===== src/rtl/fifo_pkg.sv =====
// Shared sizing helpers and full-policy encodings for the FIFO slice.
package fifo_pkg;

    // Full-policy selector values for the OVERWRITE parameter.
    localparam int POLICY_REJECT      = 0;
    localparam int POLICY_DROP_OLDEST = 1;

    // Pointer width needed to address depth entries.
    function automatic int ptr_w(input int depth);
        return $clog2(depth);
    endfunction

    // Counter width able to hold 0..depth inclusive.
    function automatic int cnt_w(input int depth);
        return $clog2(depth + 1);
    endfunction

endpackage


===== src/rtl/fifo_ptr.sv =====
// Wrapping pointer register with increment enable and synchronous active-low reset.
// Depth is a power of two, so the natural binary wrap of the register is the FIFO wrap.
module fifo_ptr #(
    parameter int PTR_WIDTH = 2
) (
    input  logic                 clk,
    input  logic                 resetn,
    input  logic                 en,
    output logic [PTR_WIDTH-1:0] ptr
);

    // Advance by one on each enabled edge, wrapping from the last index to 0.
    always_ff @(posedge clk) begin
        if (!resetn) begin
            ptr <= '0;
        end else if (en) begin
            ptr <= ptr + 1'b1;
        end
    end

endmodule


===== src/rtl/sync_fifo_ovf.sv =====
// Single-clock first-word-fall-through FIFO with a selectable full policy:
// drop the oldest entry or reject the new write. Count and flags are registered
// from the next-count value; overflow/underflow are one-cycle registered pulses.
module sync_fifo_ovf
    import fifo_pkg::*;
#(
    parameter int DATA_WIDTH    = 8,
    parameter int DEPTH         = 4,
    parameter int OVERWRITE     = POLICY_DROP_OLDEST,
    parameter int AFULL_THRESH  = DEPTH - 1,
    parameter int AEMPTY_THRESH = 1
) (
    input  logic                       clk,
    input  logic                       resetn,
    input  logic [DATA_WIDTH-1:0]      din,
    input  logic                       wr,
    input  logic                       rd,
    output logic [DATA_WIDTH-1:0]      dout,
    output logic                       full,
    output logic                       empty,
    output logic                       almost_full,
    output logic                       almost_empty,
    output logic [cnt_w(DEPTH)-1:0]    count,
    output logic                       overflow,
    output logic                       underflow
);

    localparam int PW = ptr_w(DEPTH);
    localparam int CW = cnt_w(DEPTH);

    logic [DATA_WIDTH-1:0] mem [DEPTH];
    logic [PW-1:0]         wr_ptr;
    logic [PW-1:0]         rd_ptr;

    logic                  do_write;
    logic                  do_read;
    logic                  write_blocked;
    logic [CW-1:0]         next_count;

    // Write pointer advances on every accepted write.
    fifo_ptr #(.PTR_WIDTH(PW)) u_wr_ptr (
        .clk    (clk),
        .resetn (resetn),
        .en     (do_write),
        .ptr    (wr_ptr)
    );

    // Read pointer advances on a real pop or when an overwrite evicts the oldest entry.
    fifo_ptr #(.PTR_WIDTH(PW)) u_rd_ptr (
        .clk    (clk),
        .resetn (resetn),
        .en     (do_read),
        .ptr    (rd_ptr)
    );

    // Decide what the coming edge does, using only the registered full/empty state.
    // When full with a simultaneous read, the pop frees a slot so the write is normal.
    always_comb begin
        write_blocked = 1'b0;
        do_write      = 1'b0;
        do_read       = 1'b0;
        if (wr && full && !rd) begin
            write_blocked = 1'b1;
            if (OVERWRITE == POLICY_DROP_OLDEST) begin
                do_write = 1'b1;
                do_read  = 1'b1;
            end
        end else begin
            do_write = wr;
            do_read  = rd && !empty;
        end
        next_count = count + CW'(do_write) - CW'(do_read);
    end

    // Storage: cleared on reset, written at the write pointer on accepted writes.
    always_ff @(posedge clk) begin
        if (!resetn) begin
            for (int i = 0; i < DEPTH; i++) begin
                mem[i] <= '0;
            end
        end else if (do_write) begin
            mem[wr_ptr] <= din;
        end
    end

    // Occupancy, status flags and error pulses, all registered from next_count.
    always_ff @(posedge clk) begin
        if (!resetn) begin
            count        <= '0;
            empty        <= 1'b1;
            full         <= 1'b0;
            almost_empty <= 1'b1;
            almost_full  <= (AFULL_THRESH == 0);
            overflow     <= 1'b0;
            underflow    <= 1'b0;
        end else begin
            count        <= next_count;
            empty        <= (next_count == '0);
            full         <= (int'(next_count) == DEPTH);
            almost_empty <= (int'(next_count) <= AEMPTY_THRESH);
            almost_full  <= (int'(next_count) >= AFULL_THRESH);
            overflow     <= write_blocked;
            underflow    <= rd && empty;
        end
    end

    assign dout = mem[rd_ptr];

endmodule


===== config.mk =====
export PLATFORM = sky130hd
export DESIGN_NAME = sync_fifo_ovf
export DESIGN_NICKNAME = d
export VERILOG_FILES = /design/src/rtl/fifo_pkg.sv /design/src/rtl/fifo_ptr.sv /design/src/rtl/sync_fifo_ovf.sv
export SDC_FILE = /design/constraint.sdc
export NUM_CORES = 1
export LEC_CHECK = 0
export ABC_CLOCK_PERIOD_IN_PS = 6500
export CAP_MARGIN = 20
export CORE_MARGIN = 10
export CORE_UTILIZATION = 40
export DETAILED_ROUTE_END_ITERATION = 12
export PLACE_DENSITY = 0.73
export SLEW_MARGIN = 10
export SYNTH_ARGS = -nofsm -noshare
export SYNTH_HDL_FRONTEND = slang
export SYNTH_SLANG_ARGS = --single-unit

===== constraint.sdc =====
create_clock -name clk -period 6.5 [get_ports clk]
set_input_delay 0.975 -clock clk [delete_from_list [all_inputs] [get_ports clk]]
set_output_delay 0.975 -clock clk [all_outputs]
set_load 0.005 [all_outputs]

==> results.yml, run 1 <==
status:
  outcome: "complete, no violations"
flow_run:
  drv_cap: 0
floorplan:
  core_sq_um: 4755
  die-area_sq_um: 8138
  ios: 29
  die_x_um: 90.21
  rows: 25
  die-height_um: 90.21
  start_util_pct: 41.47
setup_path:
  endpoint_kind: "register"
  startpoint_type: "input port"
  cp_max_fo: 8
  crit_type: "input port to register"
  crit_arrival_ps: 3330
  crit_required_ps: 6690
finish:
  fin_area_sq_um: 2396
  syn_to_final_growth_pct: 21.51
  final.fill_count: 460
  num-nets-final: 190
  seqCellArea_sq_um: 1261
  drive_above_1_share_pct: 10.80
  diodes: 0
  multi_input_area_sq_um: 634.4
  finalNonFillerCells: 243
sta:
  period_share_pct: 48.27
  fin_ws_ps: 3362
  setup_viol: 0
  min_period_ps: 3138
  worst_pin_slew_ps: 647.2
  holdWs_ps: 474.8
  relSlewSlack_pct: 56.40
  final-max-slew-violation-count: 0
  rsz0062_at_grt: "no"
  tns_ps: 0
  finalClockSkew_ps: 6.325
  finalHoldViolations: 0
  fmax_mhz: 318.7
routing:
  wire_per_inst_um: 16.44
  remaining_drc_errors: 0
  num_vias: 1184
  drt_iter0_drc: 61
  viasPerCell: 4.872
  drt-pass1-iter-count: 4
  drtAntennaViolNets: 0
  totalWireLength_mm: 3.994
clocking:
  clk_latency_ps: 300
  clock-sinks: 47
  cts_tree: "yes"
  cts_max_level: 2
  cts_resized: 0
  clk_path_buf_depth: 2
  cts_hold_buf: 0
  clk_pin_slew_ps: 70
  cts_buffers: 5
  post_cts_buffers: 0
  root_buffer: "clkbuf_8"
synthesis:
  synth_top_cells_by_area: "edfxtp_1, dfxtp_1, mux4_2"
  yosysTopAreaCell: "edfxtp_1"
  netlist_instances: 145
  ys_warn_count: 0
  synth_top_cells_by_count: "edfxtp_1, nor2_1, dfxtp_1"
  synthDistinctLibCells: 29
  syn-mean-instance-area_sq_um: 13.60
  syn-cell-area_sq_um: 1972
  netlist.area_leader.share_pct: 48.73
  post-synth-top-count-cell: "edfxtp_1"
  ys.flop_type: "edfxtp_1"
  synth_seq_area_share_pct: 63.96
  ys_seq_elements: 47
  synth-edff-count: 32
  synthArstFlopShare_pct: 0
  syn-num-nets: 160
placed_design:
  gp_congestion: 0.7623
  pre_cts_ws_ps: 3027
  port_buffers: 28
  postPlaceCellArea_sq_um: 2316
  post-place-cells: 235
  dpl.hpwl_mm: 2.867
power_and_ir_drop:
  powerDensity_nw_per_um2: 323.0
  ir_worst_vdd_uv: 160.7
  p_leak_uw: 0.0009205
global_routing:
  grt_pass1_vias: 1259
  grt_usage_pct: 9.620
  grt_max_degree: 18
  grt_overflow_total: 0
  grt_pass1_wl_mm: 6.182
  antenna_found_initial: 0
worst_hold_path:
  hold_class: "register to register"
[worst max-delay path: stages]
cell and delay, ps:
clkdlybuf4s50_1 630, nand2_1 80, mux2i_1 240, ha_1 280, inv_1 50, ha_1 130
inv_1 50, fa_1 380, xnor3_1 300, nor2b_4 70, a21o_1 150
[final timing paths]
kind / startpoint / endpoint / slack, ps / depth (start not counted)
setup / recovery: wr / almost_full$_SDFF_PN0_ / 3360 / 11
hold / removal: u_rd_ptr.ptr[1]$_SDFFE_PN0N_ / u_rd_ptr.ptr[1]$_SDFFE_PN0N_ / 470 / 2
setup reg to reg: full$_SDFF_PN0_ / almost_full$_SDFF_PN0_ / 4310 / 10
hold reg to reg: u_rd_ptr.ptr[1]$_SDFFE_PN0N_ / u_rd_ptr.ptr[1]$_SDFFE_PN0N_ / 470 / 2
[area by class of cell]
cell class	instances	share of cell area [%]
Tap cell	67	3.499
Inverter	11	1.723
Clock inverter	2	0.3133
Sequential cell	47	52.64
Multi-Input combinational cell	80	26.48
Timing Repair Buffer	30	12.32
Clock buffer	6	3.029
[sequential cells by signal, summed over array words and instances (netlist names), named ones only]
register	count
almost_empty	1
mem	32
underflow	1
overflow	1
count	3
empty	1
u_wr_ptr.ptr	2
full	1
u_rd_ptr.ptr	2
almost_full	1
[power by group]
| part | switching [uW] | internal [uW] |
|---|---|---|
| clock network | 89.9 | 73.4 |
| logic | 81.4 | 131 |
| registers | 36.2 | 362 |
| total | 207 | 567 |
[metrics by stage]
step	utilization, %	power, uW
finish	50.39	774.0
global route	50.39	814.3
CTS	50.39	783.1
detailed placement	48.71	621.6
global placement	48.71	610.8
floorplan	-	514.0
[layer usage]
layer | vias up | global-route usage (%) | wire length [um]
met5 | - | 0 | 0
met4 | 0 | 4.907 | 104
met3 | 12 | 3.741 | 279
met2 | 40 | 16.59 | 1930
met1 | 572 | 9.930 | 1679
li1 | 560 | - | -
[logic make-up after synthesis]
| family | share of synthesized area (%) |
|---|---|
| buffers and inverters | 3.871 |
| XOR/XNOR | 2.031 |
| AND/OR/NAND/NOR | 14.91 |
| flip-flops | 63.96 |
| AO/OA/AOI/OAI | 2.792 |
| adder cells (fa/ha/maj) | 2.284 |
| multiplexers | 10.15 |
[cells in the final DEF, fill, tap and decap left out]
master           instances
mux2i_1                  2
dfxtp_1                 15
clkdlybuf4s50_1         28
inv_1                   11
o21ai_0                  3
ha_1                     2
clkbuf_1                 1
o21ba_2                  2
nand2_1                 14
xor2_1                   1
fa_1                     1
nand2b_1                 5
nor3b_1                  2
clkbuf_8                 5
xnor2_1                  1
o211ai_1                 1
clkinv_1                 2
nand4b_1                 1
mux4_2                   8
edfxtp_1                32
nor2b_1                  1
nor2_1                  17
nor3_4                   1
xnor3_1                  1
and3_1                   1
and2_1                  12
a21oi_1                  1
nand3_1                  1
a21o_1                   1
nor2b_4                  1
buf_4                    2
No activity file was read; power rests on OpenSTA's default activity.
==> run 2, diff against run 1 <==
ABC_CLOCK_PERIOD_IN_PS = 3100   (was 6500)
clock period = 3.1 ns   (was 6.5 ns; I/O delays follow)
==> run 2 against run 1 <==
  * Wire length shrank 2.8%
  * Critical path depth shrank 1
  * Power grew 110%
  * Non-clock buffer count grew 2
  * Clock power grew 120%
  * Sequential share of layout area shrank 0.41 points
  * Die area is the same
  * First-iteration DRC count shrank 4.9%
==> results.yml, run 2 (synthesis results as in run 1) <==
placed_design:
  postPlaceCellArea_sq_um: 2331
  dpl.hpwl_mm: 2.758
  gp_congestion: 0.7572
  port_buffers: 28
  pre_cts_ws_ps: 180.9
floorplan:
  start_util_pct: 41.47
  die_x_um: 90.21
  die-height_um: 90.21
  die-area_sq_um: 8138
  ios: 29
  core_sq_um: 4755
  rows: 25
setup_path:
  crit_arrival_ps: 2770
  startpoint_type: "input port"
  reg2reg_to: "almost_full$_SDFF_PN0_"
  crit_start: "rd"
  regToRegSetupSlack_ps: 900
  cp_max_fo: 5
  r2r_cells: 10
  crit_chain: "clkdlybuf4s50_1 > mux2i_1 > ha_1 > inv_1 > ha_1 > inv_1 > fa_1 > xnor3_1 > nor2b_4 > a21o_1"
  crit_required_ps: 3300
  crit_type: "input port to register"
  endpoint_kind: "register"
  cp_slowest_stage_delay_ps: 550
  cp_slowest_cell: "clkdlybuf4s50_1"
  rr_startpoint: "full$_SDFF_PN0_"
clocking:
  cts_max_level: 2
  clock-sinks: 47
  cts_resized: 0
  cts_buffers: 5
  clk_path_buf_depth: 2
  cts_hold_buf: 0
  clk_pin_slew_ps: 80
  root_buffer: "clkbuf_8"
  clk_latency_ps: 290
  post_cts_buffers: 0
  cts_tree: "yes"
sta:
  finalClockSkew_ps: 3.352
  finalHoldViolations: 0
  rsz0062_at_grt: "no"
  min_period_ps: 2574
  tns_ps: 0
  fin_ws_ps: 525.8
  worst_pin_slew_ps: 614.4
  final-max-slew-violation-count: 0
  setup_viol: 0
  relSlewSlack_pct: 58.61
  holdWs_ps: 482.5
  period_share_pct: 83.04
  fmax_mhz: 388.5
status:
  outcome: "complete, no violations"
finish:
  drive_above_1_share_pct: 13.48
  final_common_cell: "edfxtp_1"
  num-nets-final: 192
  final_cell_mix: "edfxtp_1, clkdlybuf4s50_1, nor2_1, dfxtp_1, nand2_1"
  final.fill_count: 425
  reg.largest.list: "mem (32), count (3)"
  diodes: 0
  final_util_pct: 50.79
  syn_to_final_growth_pct: 22.46
  regMostFlops: "mem"
  largest_reg_flops: 32
  fin_area_sq_um: 2415
routing:
  drt_iter0_drc: 58
  remaining_drc_errors: 0
  viasPerCell: 4.776
  num_vias: 1170
  totalWireLength_mm: 3.881
  drtAntennaViolNets: 0
  wire_per_inst_um: 15.84
  drt-pass1-iter-count: 4
power_and_ir_drop:
  p_leak_uw: 0.0009375
  powerDensity_nw_per_um2: 675.9
  ir_worst_vdd_uv: 451.7
worst_hold_path:
  holdCritStartpoint: "u_rd_ptr.ptr[1]$_SDFFE_PN0N_"
  hold_class: "register to register"
  hold_depth: 2
flow_run:
  drv_cap: 0
global_routing:
  grt_pass1_vias: 1290
  antenna_found_initial: 0
  grt_max_degree: 18
  grt_usage_pct: 9.774
  grt_overflow_total: 0
  grt_pass1_wl_mm: 6.368
[run 2: cell types whose count changed in the layout (fill, tap and decap cells not counted), sizes merged]
cell,change
buf,+2
clkbuf,-1
clkinv,+1
[run 2: how the worst max path moves through the flow]
stage                              to  slack, ps  cells past startpoint
2_1_floorplan  almost_full$_SDFF_PN0_        840                     11
3_3_place_gp   almost_full$_SDFF_PN0_        360                     10
3_5_place_dp   almost_full$_SDFF_PN0_        180                     10
4_1_cts                       dout[0]        500                      2
5_1_grt        almost_full$_SDFF_PN0_        350                     10
6_report       almost_full$_SDFF_PN0_        530                     10
[run 2: per-stage QoR]
| step | std cells | power, uW |
|---|---|---|
| global route | 245 | 1727 |
| global placement | 237 | 1282 |
| CTS | 245 | 1653 |
| floorplan | 145 | 1078 |
| finish | 245 | 1632 |
| detailed placement | 237 | 1302 |
[run 2: layout make-up]
cell class / count / area (sq um) / area share (%)
well taps: 67 / 83.83 / 3.471
inverters: 11 / 41.29 / 1.710
repair buffers: 32 / 310.3 / 12.85
clock buffers: 5 / 68.82 / 2.850
clock inverters: 3 / 15.01 / 0.6218
multi-input cells: 80 / 634.4 / 26.27
flip-flops and latches: 47 / 1261 / 52.23
[run 2: report_power, final]
part	switching (uW)	total [uW]	internal, uW
sequential	76.7	836	759
clock	196	351	154
combinational	169	445	276
[run 2: per-layer routing]
metal	wire (um)	global-route usage, %	vias to the layer above
met2	1833	15.80	35
met5	0	0	-
met3	272	4.406	5
met4	42	3.448	0
li1	-	-	567
met1	1732	11.18	563
[run 2: worst max-delay path: cells and delay by family]
family,cells,cell delay (ps)
AOI/OAI and AO/OA,1,150
xor gates and xnor gates,1,290
adders and majority gates,3,780
buffers and inverters,3,660
muxes,1,350
and+or+nand+nor,1,70
==> run 3, diff against run 2 <==
ABC_CLOCK_PERIOD_IN_PS = 2150   (was 3100)
PLACE_DENSITY = 0.75   (was 0.73)
clock period = 2.15 ns   (was 3.1 ns; I/O delays follow)
==> run 3 against run 2 <==
  * Sequential power is 41% higher
  * Non-clock buffer count is 14 higher
  * Combinational power is 69% higher
  * Critical path type is now register to output port
  * First-iteration DRC count is 62% higher
  * Wire length is 1.4% lower
  * Largest cell class unchanged
  * Largest power group unchanged
  * Utilization is 2.6 points higher
==> results.yml, run 3 (synthesis results as in run 1) <==
status:
  outcome: "complete, no violations"
sta:
  final-max-slew-violation-count: 0
  rsz0062_at_grt: "no"
  holdWs_ps: 484.3
  worst_pin_slew_ps: 435.3
  relSlewSlack_pct: 70.94
  min_period_ps: 2061
  finalClockSkew_ps: 4.691
  period_share_pct: 95.87
  setup_viol: 0
  fmax_mhz: 485.1
  finalHoldViolations: 0
setup_path:
  regToRegSetupSlack_ps: 150
  crit_type: "register to output port"
  cp_slowest_cell: "mux4_2"
  rr_startpoint: "full$_SDFF_PN0_"
  crit_arrival_ps: 1740
  cp_top_family: "buffers and inverters"
  reg2reg_to: "almost_full$_SDFF_PN0_"
  r2r_cells: 10
  cp_max_fo: 8
  cp_slowest_stage_delay_ps: 500
  startpoint_type: "register"
  crit_chain: "buf_6 > mux4_2 > clkdlybuf4s50_1"
  crit_buf_inv: 2
  endpoint_kind: "output port"
  crit_required_ps: 1830
clocking:
  cts_tree: "yes"
  clock-sinks: 47
  clk_latency_ps: 300
  cts_buffers: 5
  root_buffer: "clkbuf_8"
  clk_pin_slew_ps: 80
  cts_max_level: 2
  clk_path_buf_depth: 2
  cts_hold_buf: 0
floorplan:
  die_x_um: 90.21
  rows: 25
  die-height_um: 90.21
  die-area_sq_um: 8138
  start_util_pct: 41.47
  core_sq_um: 4755
  ios: 29
power_and_ir_drop:
  combPwrFrac_pct: 30.7
  seqPwrFrac_pct: 48.1
  switching_power_uw: 657.8
  clkPwrFrac_pct: 21.2
  p_leak_uw: 0.001049
  powerDensity_nw_per_um2: 964.6
  p_int_uw: 1792
  ir_worst_vdd_uv: 604.1
  p_sw_share_pct: 26.85
global_routing:
  antenna_found_initial: 0
  grt_usage_pct: 9.816
  grt_max_degree: 15
  grt_pass1_vias: 1264
  grt_pass1_wl_mm: 6.306
  grt_overflow_total: 0
finish:
  syn_to_final_growth_pct: 28.81
  diodes: 0
  reg.largest.list: "mem (32), count (3)"
  num-nets-final: 206
  final_common_cell: "edfxtp_1"
  regMostFlops: "mem"
  drive_above_1_share_pct: 20.31
  final_cell_mix: "edfxtp_1, clkdlybuf4s50_1, nor2_1, buf_4, dfxtp_1"
  largest_reg_flops: 32
  fin_area_sq_um: 2540
flow_run:
  drv_cap: 0
routing:
  num_vias: 1194
  drtAntennaViolNets: 0
  drt-pass1-iter-count: 4
  wire_per_inst_um: 14.78
  viasPerCell: 4.610
  drt_iter0_drc: 94
  totalWireLength_mm: 3.827
  remaining_drc_errors: 0
placed_design:
  port_buffers: 28
  dpl.hpwl_mm: 2.750
  gp_congestion: 0.7170
  postPlaceCellArea_sq_um: 2406
worst_hold_path:
  hold_class: "register to register"
  holdCritStartpoint: "u_rd_ptr.ptr[1]$_SDFFE_PN0N_"
  hold_depth: 2
run 3: cell types whose count changed in the layout (fill, tap and decap cells not counted), sizes merged:
| cell | change |
|---|---|
| clkbuf | +1 |
| clkdlybuf4s50 | -5 |
| clkinvlp | +1 |
| clkinv | -2 |
| dlymetal6s2s | +4 |
| buf | +14 |
| dlygate4sd2 | +1 |
run 3: final cells by class:
type,instances,area (sq um)
tap,67,83.83
multi-input combinational,80,640.6
clock inverter,2,12.51
timing repair buffer,46,427.9
clock buffer,6,72.57
fill,420,2215
inverter,11,41.29
sequential,47,1261
run 3: worst register-to-register path, cell delays in order (launching register included):
cell     delay [ps]
dfxtp_1         340
nand2_1          70
mux2i_2         170
ha_1            250
inv_1            50
ha_1            120
inv_1            60
fa_2            350
xnor3_1         270
nor2b_4          60
a21o_1          150
run 3: how the worst max path moves through the flow:
stage	from	end	slack, ps	cells after the start
global route	register	dout[5]	7	3
floorplan	wr	almost_full$_SDFF_PN0_	30	11
CTS	wr	almost_full$_SDFF_PN0_	-0.9	11
global placement	rd	almost_full$_SDFF_PN0_	-340	10
finish	register	dout[7]	90	3
detailed placement	rd	almost_full$_SDFF_PN0_	-420	10
run 3: per-stage QoR:
| step | setup TNS, ps | total power (uW) | setup slack (ps) | utilization [%] | instances |
|---|---|---|---|---|---|
| after floorplan | 0 | 1554 | 29.33 | - | 145 |
| after global placement | -1575 | 1907 | -341.2 | 50.61 | 247 |
| after detailed placement | -1958 | 1917 | -416.0 | 50.61 | 247 |
| after CTS | -0.9077 | 2456 | -0.9077 | 52.66 | 256 |
| after global routing | 0 | 2596 | 6.752 | 53.42 | 259 |
| final | 0 | 2450 | 88.70 | 53.42 | 259 |
run 3: routing by layer:
| metal | wire length (um) | part of all wire (%) | GRT usage (%) |
|---|---|---|---|
| met3 | 284 | 7.4 | 3.907 |
| met1 | 1735 | 45 | 12.20 |
| met2 | 1732 | 45 | 14.47 |
| met5 | 0 | 0 | 0 |
| met4 | 74 | 1.9 | 4.775 |
run 3: what timing repair did:
action / in CTS / in global routing
setup buffers: 1 / 3
gates resized for setup: 3 / 5
pin swaps: 1 / 3
setup endpoints to repair: 8 / 10
run 3: power by group through the flow:
stage               logic (uW)  clock network (uW)  registers, uW
finish                     752                 519           1180
global route               835                 567           1190
CTS                        743                 534           1180
detailed placement         724                   0           1190
global placement           714                   0           1190
floorplan                  378                   0           1180
